`src/rtl/axi_portal_pkg.sv`:
```
// Shared encodings and state types for the AXI portal arbiter.
package axi_portal_pkg;

    localparam int unsigned PORTAL_OFFSET_W = 12;
    localparam int unsigned RESP_W          = 2;
    localparam int unsigned PORTAL_IDX_W    = 3;

    localparam logic [RESP_W-1:0] RESP_OKAY   = 2'b00;
    localparam logic [RESP_W-1:0] RESP_SLVERR = 2'b10;

    typedef enum logic [1:0] {
        RD_IDLE,
        RD_REQ,
        RD_RESP
    } rd_state_e;

    typedef enum logic [1:0] {
        WR_IDLE,
        WR_DATA,
        WR_REQ,
        WR_RESP
    } wr_state_e;

endpackage

```
`src/rtl/rr_arb2.sv`:
```
// Two-requester round-robin arbiter; a grant is held until the access is accepted.
module rr_arb2 (
    input  logic       i_clk,
    input  logic       i_rst_n,
    input  logic [1:0] i_req,
    input  logic       i_done,
    output logic [1:0] o_gnt_c
);

    logic r_prio;   // requester index that wins a tie
    logic r_lock;   // a grant is outstanding and must be held
    logic r_owner;  // requester holding the outstanding grant

    // Held owner first, then tie-break by priority, else the lone requester
    always_comb begin
        o_gnt_c = 2'b00;
        if (r_lock) begin
            o_gnt_c[r_owner] = i_req[r_owner];
        end else if (&i_req) begin
            o_gnt_c[r_prio] = 1'b1;
        end else begin
            o_gnt_c = i_req;
        end
    end

    // Lock on a stalled grant; hand priority to the other requester after each accept
    always_ff @(posedge i_clk or negedge i_rst_n) begin
        if (!i_rst_n) begin
            r_prio  <= 1'b0;
            r_lock  <= 1'b0;
            r_owner <= 1'b0;
        end else if (|o_gnt_c) begin
            if (i_done) begin
                r_lock <= 1'b0;
                r_prio <= ~o_gnt_c[1];
            end else begin
                r_lock  <= 1'b1;
                r_owner <= o_gnt_c[1];
            end
        end else if (r_lock) begin
            r_lock <= 1'b0;
        end
    end

endmodule

```
`src/rtl/axi_portal_arbiter.sv`:
```
// AXI slave front end that splits bursts into single-word portal register accesses.
module axi_portal_arbiter
    import axi_portal_pkg::*;
#(
    parameter int unsigned NUM_PORTALS  = 4,
    parameter int unsigned PORTAL_SHIFT = 13,
    parameter int unsigned ID_W         = 12,
    parameter int unsigned LEN_W        = 4,
    parameter int unsigned DATA_W       = 32
) (
    input  logic                          CLK,
    input  logic                          nRST,
    input  logic                          ar_valid,
    output logic                          ar_ready,
    input  logic [31:0]                   ar_addr,
    input  logic [ID_W-1:0]               ar_id,
    input  logic [LEN_W-1:0]              ar_len,
    input  logic                          aw_valid,
    output logic                          aw_ready,
    input  logic [31:0]                   aw_addr,
    input  logic [ID_W-1:0]               aw_id,
    input  logic [LEN_W-1:0]              aw_len,
    input  logic                          w_valid,
    output logic                          w_ready,
    input  logic [DATA_W-1:0]             w_data,
    input  logic                          w_last,
    output logic                          r_valid,
    input  logic                          r_ready,
    output logic [DATA_W-1:0]             r_data,
    output logic [ID_W-1:0]               r_id,
    output logic [1:0]                    r_resp,
    output logic                          r_last,
    output logic                          b_valid,
    input  logic                          b_ready,
    output logic [ID_W-1:0]               b_id,
    output logic [1:0]                    b_resp,
    output logic [NUM_PORTALS-1:0]        pt_req_valid,
    input  logic [NUM_PORTALS-1:0]        pt_req_ready,
    output logic                          pt_req_write,
    output logic [11:0]                   pt_req_addr,
    output logic [DATA_W-1:0]             pt_req_wdata,
    input  logic [NUM_PORTALS*DATA_W-1:0] pt_rsp_rdata,
    input  logic [NUM_PORTALS-1:0]        pt_irq,
    output logic                          interrupt
);

    localparam int unsigned IDX_W = PORTAL_IDX_W;
    localparam int unsigned CMP_W = IDX_W + 1;

    rd_state_e                  r_rd_state, w_rd_next;
    logic [ID_W-1:0]            r_rd_id;
    logic [LEN_W-1:0]           r_rd_cnt;
    logic [PORTAL_OFFSET_W-1:0] r_rd_off;
    logic [IDX_W-1:0]           r_rd_idx;
    logic [DATA_W-1:0]          r_rd_data;
    logic [RESP_W-1:0]          r_rd_resp;

    wr_state_e                  r_wr_state, w_wr_next;
    logic [ID_W-1:0]            r_wr_id;
    logic [LEN_W-1:0]           r_wr_cnt;
    logic [PORTAL_OFFSET_W-1:0] r_wr_off;
    logic [IDX_W-1:0]           r_wr_idx;
    logic [DATA_W-1:0]          r_wr_data;
    logic                       r_wr_err;

    logic                       r_interrupt;
    logic                       w_rd_inrange, w_wr_inrange;
    logic [1:0]                 w_req, w_gnt;
    logic [IDX_W-1:0]           w_sel_idx;
    logic [DATA_W-1:0]          w_rd_rdata;
    logic                       w_accept, w_rd_acc, w_wr_acc;
    logic                       w_unused;

    assign w_rd_inrange = {1'b0, r_rd_idx} < CMP_W'(NUM_PORTALS);
    assign w_wr_inrange = {1'b0, r_wr_idx} < CMP_W'(NUM_PORTALS);

    // Out-of-range engines never request the bus
    assign w_req = {(r_wr_state == WR_REQ) && w_wr_inrange,
                    (r_rd_state == RD_REQ) && w_rd_inrange};

    rr_arb2 u_arb (
        .i_clk   (CLK),
        .i_rst_n (nRST),
        .i_req   (w_req),
        .i_done  (w_accept),
        .o_gnt_c (w_gnt)
    );

    assign w_sel_idx = w_gnt[1] ? r_wr_idx : r_wr_idx & '0 | r_rd_idx;

    // One-hot portal select for the granted engine and read-data slice for the read engine
    always_comb begin
        pt_req_valid = '0;
        w_rd_rdata   = '0;
        for (int i = 0; i < NUM_PORTALS; i++) begin
            if ((|w_gnt) && (IDX_W'(i) == w_sel_idx)) pt_req_valid[i] = 1'b1;
            if (IDX_W'(i) == r_rd_idx) w_rd_rdata = pt_rsp_rdata[i*DATA_W +: DATA_W];
        end
    end

    assign w_accept     = |(pt_req_valid & pt_req_ready);
    assign w_rd_acc     = w_accept & w_gnt[0];
    assign w_wr_acc     = w_accept & w_gnt[1];
    assign pt_req_write = w_gnt[1];
    assign pt_req_addr  = w_gnt[1] ? r_wr_off : r_rd_off;
    assign pt_req_wdata = r_wr_data;

    assign r_data    = r_rd_data;
    assign r_id      = r_rd_id;
    assign r_resp    = r_rd_resp;
    assign b_id      = r_wr_id;
    assign interrupt = r_interrupt;
    assign w_unused  = ^{ar_addr, aw_addr};

    // Read engine state register
    always_ff @(posedge CLK or negedge nRST) begin
        if (!nRST) r_rd_state <= RD_IDLE;
        else       r_rd_state <= w_rd_next;
    end

    // Read engine next state and handshake outputs
    always_comb begin
        w_rd_next = r_rd_state;
        ar_ready  = 1'b0;
        r_valid   = 1'b0;
        r_last    = 1'b0;
        case (r_rd_state)
            RD_IDLE: begin
                ar_ready = 1'b1;
                if (ar_valid) w_rd_next = RD_REQ;
            end
            RD_REQ: begin
                if (!w_rd_inrange || w_rd_acc) w_rd_next = RD_RESP;
            end
            RD_RESP: begin
                r_valid = 1'b1;
                r_last  = (r_rd_cnt == '0);
                if (r_ready) w_rd_next = (r_rd_cnt == '0) ? RD_IDLE : RD_REQ;
            end
            default: w_rd_next = RD_IDLE;
        endcase
    end

    // Read engine burst bookkeeping and response capture
    always_ff @(posedge CLK or negedge nRST) begin
        if (!nRST) begin
            r_rd_id   <= '0;
            r_rd_cnt  <= '0;
            r_rd_off  <= '0;
            r_rd_idx  <= '0;
            r_rd_data <= '0;
            r_rd_resp <= RESP_OKAY;
        end else begin
            if (r_rd_state == RD_IDLE && ar_valid) begin
                r_rd_id  <= ar_id;
                r_rd_cnt <= ar_len;
                r_rd_off <= ar_addr[PORTAL_OFFSET_W-1:0];
                r_rd_idx <= ar_addr[PORTAL_SHIFT +: IDX_W];
            end
            if (r_rd_state == RD_REQ) begin
                if (!w_rd_inrange) begin
                    r_rd_data <= '0;
                    r_rd_resp <= RESP_SLVERR;
                end else if (w_rd_acc) begin
                    r_rd_data <= w_rd_rdata;
                    r_rd_resp <= RESP_OKAY;
                end
            end
            if (r_rd_state == RD_RESP && r_ready && r_rd_cnt != '0) begin
                r_rd_cnt <= r_rd_cnt - LEN_W'(1);
                r_rd_off <= r_rd_off + PORTAL_OFFSET_W'(4);
            end
        end
    end

    // Write engine state register
    always_ff @(posedge CLK or negedge nRST) begin
        if (!nRST) r_wr_state <= WR_IDLE;
        else       r_wr_state <= w_wr_next;
    end

    // Write engine next state and handshake outputs
    always_comb begin
        w_wr_next = r_wr_state;
        aw_ready  = 1'b0;
        w_ready   = 1'b0;
        b_valid   = 1'b0;
        b_resp    = RESP_OKAY;
        case (r_wr_state)
            WR_IDLE: begin
                aw_ready = 1'b1;
                if (aw_valid) w_wr_next = WR_DATA;
            end
            WR_DATA: begin
                w_ready = 1'b1;
                if (w_valid) w_wr_next = WR_REQ;
            end
            WR_REQ: begin
                if (!w_wr_inrange || w_wr_acc)
                    w_wr_next = (r_wr_cnt == '0) ? WR_RESP : WR_DATA;
            end
            WR_RESP: begin
                b_valid = 1'b1;
                b_resp  = r_wr_err ? RESP_SLVERR : RESP_OKAY;
                if (b_ready) w_wr_next = WR_IDLE;
            end
            default: w_wr_next = WR_IDLE;
        endcase
    end

    // Write engine burst bookkeeping, beat latch and sticky error
    always_ff @(posedge CLK or negedge nRST) begin
        if (!nRST) begin
            r_wr_id   <= '0;
            r_wr_cnt  <= '0;
            r_wr_off  <= '0;
            r_wr_idx  <= '0;
            r_wr_data <= '0;
            r_wr_err  <= 1'b0;
        end else begin
            if (r_wr_state == WR_IDLE && aw_valid) begin
                r_wr_id  <= aw_id;
                r_wr_cnt <= aw_len;
                r_wr_off <= aw_addr[PORTAL_OFFSET_W-1:0];
                r_wr_idx <= aw_addr[PORTAL_SHIFT +: IDX_W];
            end
            if (r_wr_state == WR_DATA && w_valid) begin
                r_wr_data <= w_data;
                if (w_last != (r_wr_cnt == '0)) r_wr_err <= 1'b1;
            end
            if (r_wr_state == WR_REQ) begin
                if (!w_wr_inrange) r_wr_err <= 1'b1;
                if ((!w_wr_inrange || w_wr_acc) && r_wr_cnt != '0) begin
                    r_wr_cnt <= r_wr_cnt - LEN_W'(1);
                    r_wr_off <= r_wr_off + PORTAL_OFFSET_W'(4);
                end
            end
            if (r_wr_state == WR_RESP && b_ready) r_wr_err <= 1'b0;
        end
    end

    // Registered interrupt aggregate
    always_ff @(posedge CLK or negedge nRST) begin
        if (!nRST) r_interrupt <= 1'b0;
        else       r_interrupt <= |pt_irq;
    end

endmodule

```
`config.mk`:
```
export PLATFORM = sky130hd
export DESIGN_NAME = axi_portal_arbiter
export DESIGN_NICKNAME = d
export VERILOG_FILES = /design/src/rtl/axi_portal_pkg.sv /design/src/rtl/rr_arb2.sv /design/src/rtl/axi_portal_arbiter.sv
export SDC_FILE = /design/constraint.sdc
export NUM_CORES = 1
export LEC_CHECK = 0
export CAP_MARGIN = 30
export CORE_MARGIN = 1
export CORE_UTILIZATION = 25
export CTS_CLUSTER_DIAMETER = 40
export DETAILED_ROUTE_END_ITERATION = 16
export GPL_TIMING_DRIVEN = 0
export HOLD_SLACK_MARGIN = 0.1
export REMOVE_ABC_BUFFERS = 1
export SLEW_MARGIN = 40
export SYNTH_ARGS = -nofsm -noshare
export SYNTH_HDL_FRONTEND = slang
export SYNTH_SLANG_ARGS = --single-unit
```
`constraint.sdc`:
```
create_clock -name CLK -period 3.14 [get_ports CLK]
set_clock_uncertainty 0.15 [all_clocks]
set_input_delay 0.471 -clock CLK [delete_from_list [all_inputs] [get_ports CLK]]
set_output_delay 0.471 -clock CLK [all_outputs]
set_load 0.02 [all_outputs]
```
==> PnR_summary.wiki <==
{| class="wikitable"
! Metric !! Value
|-
| Worst voltage drop across the vdd grid || 0.4269 mV
|-
| Most common cell in the synthesized netlist || sky130_fd_sc_hd__dfrtp_1
|-
| Total vias in the final route || 6136
|-
| Vert. Die Dim || 167.2 um
|-
| Quantity of I/O buffers inserted on ports || 351
|-
| Root buf cell || sky130_fd_sc_hd__clkbuf_16
|-
| Fraction of final layout cells with drive strength greater than 1 || 15.27%
|-
| Net switching component of the power || 4.361 mW
|-
| Largest stage delay on the critical path || 450 ps
|-
| Final worst setup slack || 63.39 ps
|-
| Std-Cell Rows || 60
|-
| Final std cell area, no fill || 0.01138 sq mm
|-
| Cell types with the largest area share after synthesis || sky130_fd_sc_hd__dfrtp_1 (50%), sky130_fd_sc_hd__mux4_2 (11%), sky130_fd_sc_hd__mux2_2 (7.3%)
|-
| Clock tree from TritonCTS || built
|-
| Fmax || 325.0 MHz
|-
| Rel. slew slack || 52.86%
|-
| Maxcap violations || 0
|-
| I/O pins || 388
|-
| Post-layout net count || 1219
|-
| DRC violation count after routing || 0
|-
| CP Buf/Inv Count || 2
|-
| Data required, critical path || 2520 ps
|-
| Critical register-to-register path startpoint || r_wr_idx[2]
|-
| Register share of total power || 30.0%
|-
| Final critical delay including setup and external delays || 3077 ps
|-
| Wire length of the first global-routing pass || 35.11 mm
|-
| Transition time at the pin with the least slew margin || 705.3 ps
|-
| Share of the synthesized area in the top cell type || 49.88%
|-
| Hold violation total from the final report || 0
|-
| Cell chain of the critical path || or3b_4 -> a211o_4 -> inv_12 -> mux2_2 -> dlygate4sd2_1
|-
| Period utilisation layout || 97.98%
|-
| Switching fraction of total power || 40.03%
|-
| Level count of the clock H-tree || 4
|-
| Area of the placeable core || 0.02688 sq mm
|-
| P&R area growth vs syn || 66.81%
|-
| Final Non-Filler Cells || 1299
|-
| Setup crit start kind || flop
|-
| Launching element of the worst setup path || r_wr_idx[2]
|-
| Cell Pwr Density || 957.0 mW/mm^2
|-
| Worst hold-check path type || flop to flop
|-
| Kind of cell with the highest combined delay on the critical path || flip-flops
|-
| Sequential area share after synthesis || 49.88%
|-
| CTS clk-pin slew, worst paths || 70 ps
|-
| Number of placed cells counting well taps || 1257
|-
| Final HPWL DP || 17.19 mm
|-
| Power after layout || 10.89 mW
|-
| Cell-internal power || 6.531 mW
|-
| Final WL || 23.00 mm
|-
| Number of enable flip-flop cells after synthesis || 0
|-
| Main flop type after synthesis || sky130_fd_sc_hd__dfrtp_1
|-
| Number of global-route vias before repair || 6196
|-
| Critical Path End || pt_req_addr[9]
|-
| Critical path endpoint category || output port
|-
| Number of antenna violations at the first check in global routing || 3
|-
| ANT nets after route || 0
|-
| Total routing resource utilization after global routing || 16.28%
|-
| Average vias per placed instance || 4.724
|-
| Gr ovfl total || 0
|-
| R2R Path End || r_data[13]
|-
| Classification of the worst setup path || flop to output port
|-
| Post-synthesis sequential element count || 136
|-
| Slowest library cell on the worst path || sky130_fd_sc_hd__dfrtp_2
|-
| Pin count of the biggest net entering global routing || 59
|-
| Worst reg2reg setup slack || 180 ps
|-
| Setup repair after global routing missed its margin || no
|-
| Ys async rst share || 100.0%
|-
| Post-Synthesis Mean Instance Area || 11.39 sq um
|-
| Commonest cells in the synthesized netlist || sky130_fd_sc_hd__dfrtp_1 (136), sky130_fd_sc_hd__nand2_1 (118), sky130_fd_sc_hd__mux2_2 (44)
|-
| Post-synthesis instance area || 0.006823 sq mm
|-
| Hold Worst Slack || 323.7 ps
|-
| Critical Path AT || 2460 ps
|-
| Die Wd || 167.2 um
|-
| Area post-placement || 0.01072 sq mm
|-
| Sum Neg Setup Slack || 0 ps
|-
| Clock buffer depth || 2
|-
| Violation count after the first detailed-route iteration || 272
|-
| Lkg Pwr || 4.732 nW
|-
| Synth Warn # || 0
|-
| 1st-pass router iterations || 5
|-
| Number of logic stages on the critical path including buffering || 5
|-
| Post-synth cell types || 57
|-
| Initial core utilization || 25.39%
|-
| Crit path max fanout || 12
|-
| Final setup fails || 0
|-
| Share of power burned in combinational logic || 52.1%
|-
| Status || finished clean
|-
| Placement-stage worst setup slack || -291.5 ps
|-
| Wire length per cell || 17.71 um
|-
| RePlAce Congestion || 0.7698
|-
| Number of buffers added by the clock tree synthesis step || 17
|-
| Part of the power in the clock network || 17.9%
|-
| Utilization of the core after routing || 42.35%
|-
| CTS sink count || 136
|-
| Clock insertion delay at the later pin of the skew report || 420 ps
|-
| Total Die Area || 0.02796 sq mm
|-
| Cell type with the highest aggregate area in the netlist || sky130_fd_sc_hd__dfrtp_1
|-
| Depth of the worst register-to-register path || 8
|-
| Number of pins exceeding their max-slew limit in the final report || 0
|-
| Number of cells produced by synthesis || 599
|}
==> layout make-up <==
cell class              count  area, sq um
well taps                 341        426.7
diodes                      2        5.005
clock buffers              17        425.4
multi-input cells         410         3202
clock inverters            15        148.9
inverters                  14        65.06
fillers                  2626        15490
repair buffers            363         3685
repair inverters            1        8.758
flip-flops and latches    136         3415
==> logic make-up after synthesis <==
logic type / Yosys count / share of synthesized area, %
AND/OR/NAND/NOR: 204 / 13.41
flip-flops: 136 / 49.88
AO/OA/AOI/OAI: 120 / 13.66
multiplexers: 78 / 18.30
buffers and inverters: 55 / 3.833
adder cells (fa/ha/maj): 4 / 0.7336
other: 1 / 0.05496
XOR/XNOR: 1 / 0.1284
==> how the worst min path moves through the flow <==
stage | cells after the start | endpoint | start | slack, ps
after floorplan | 0 | b_id[0] | nRST | 30
after global placement | 2 | r_id[5] | r_id[5] | 310
after detailed placement | 1 | pt_req_wdata[13] | nRST | 230
after CTS | 2 | r_id[6] | r_id[6] | 330
after global routing | 2 | b_id[6] | b_id[6] | 360
final | 2 | b_id[3] | b_id[3] | 320
==> per-layer routing <==
metal / up-vias / wire (um) / global-route usage [%]
met5: - / 11 / 0
met4: 2 / 274 / 3.391
met1: 2996 / 9367 / 19.32
met3: 17 / 1785 / 5.105
li1: 2894 / - / -
met2: 227 / 11560 / 28.78
==> layout by cell type, fill, tap and decap left out, types with 5 or more instances in the layout <==
cell	Yosys	routed
sky130_fd_sc_hd__mux2_2	44	44
sky130_fd_sc_hd__nor3_1	6	6
sky130_fd_sc_hd__and3_1	10	9
sky130_fd_sc_hd__nand2_1	118	116
sky130_fd_sc_hd__a22o_1	32	32
sky130_fd_sc_hd__dlygate4sd2_1	0	12
sky130_fd_sc_hd__a311oi_1	5	5
sky130_fd_sc_hd__a31oi_1	8	8
sky130_fd_sc_hd__clkbuf_16	0	17
sky130_fd_sc_hd__inv_1	13	13
sky130_fd_sc_hd__a221o_1	9	9
sky130_fd_sc_hd__nand3_1	9	9
sky130_fd_sc_hd__o21ai_0	20	20
sky130_fd_sc_hd__a21oi_1	11	11
sky130_fd_sc_hd__nor2_1	29	29
sky130_fd_sc_hd__buf_4	3	5
sky130_fd_sc_hd__mux4_2	33	33
sky130_fd_sc_hd__inv_6	0	10
sky130_fd_sc_hd__nor3b_1	7	6
sky130_fd_sc_hd__dfrtp_1	136	131
sky130_fd_sc_hd__clkdlybuf4s50_1	0	334
==> registers in the layout (all words and copies together), names as in the netlist, 2 cells and up <==
name and cells:
b_id 12, pt_req_wdata 32, r_data 32, r_id 12
r_rd_cnt 4, r_rd_idx 3, r_rd_off 12, r_rd_state 2
r_wr_cnt 4, r_wr_idx 3, r_wr_off 12, r_wr_state 2
==> tightest hold or removal path: cells and delay by family (launching register included) <==
kind             cells  cell delay [ps]
DFF                  1              340
and+or+nand+nor      2              100
==> power groups by stage <==
| stage | clock network (mW) | logic (mW) | registers [mW] |
|---|---|---|---|
| after floorplan | 0 | 2.50 | 3.84 |
| after global placement | 0 | 5.48 | 3.36 |
| after CTS | 2.02 | 5.71 | 3.27 |
| final | 1.95 | 5.67 | 3.26 |
| after detailed placement | 0 | 5.69 | 3.33 |
| after global routing | 2.11 | 6.10 | 3.40 |
==> what timing repair did <==
item / CTS / global route
setup endpoints to repair: 61 / 10
endpoints found under the hold margin: 36 / 0
pin swaps: 1 / 1
hold buffers: 1 / 0
gates resized for setup: 25 / 6
cloned: 0 / 2
setup buffers: 3 / 2
(Power assumes the default switching activity.)
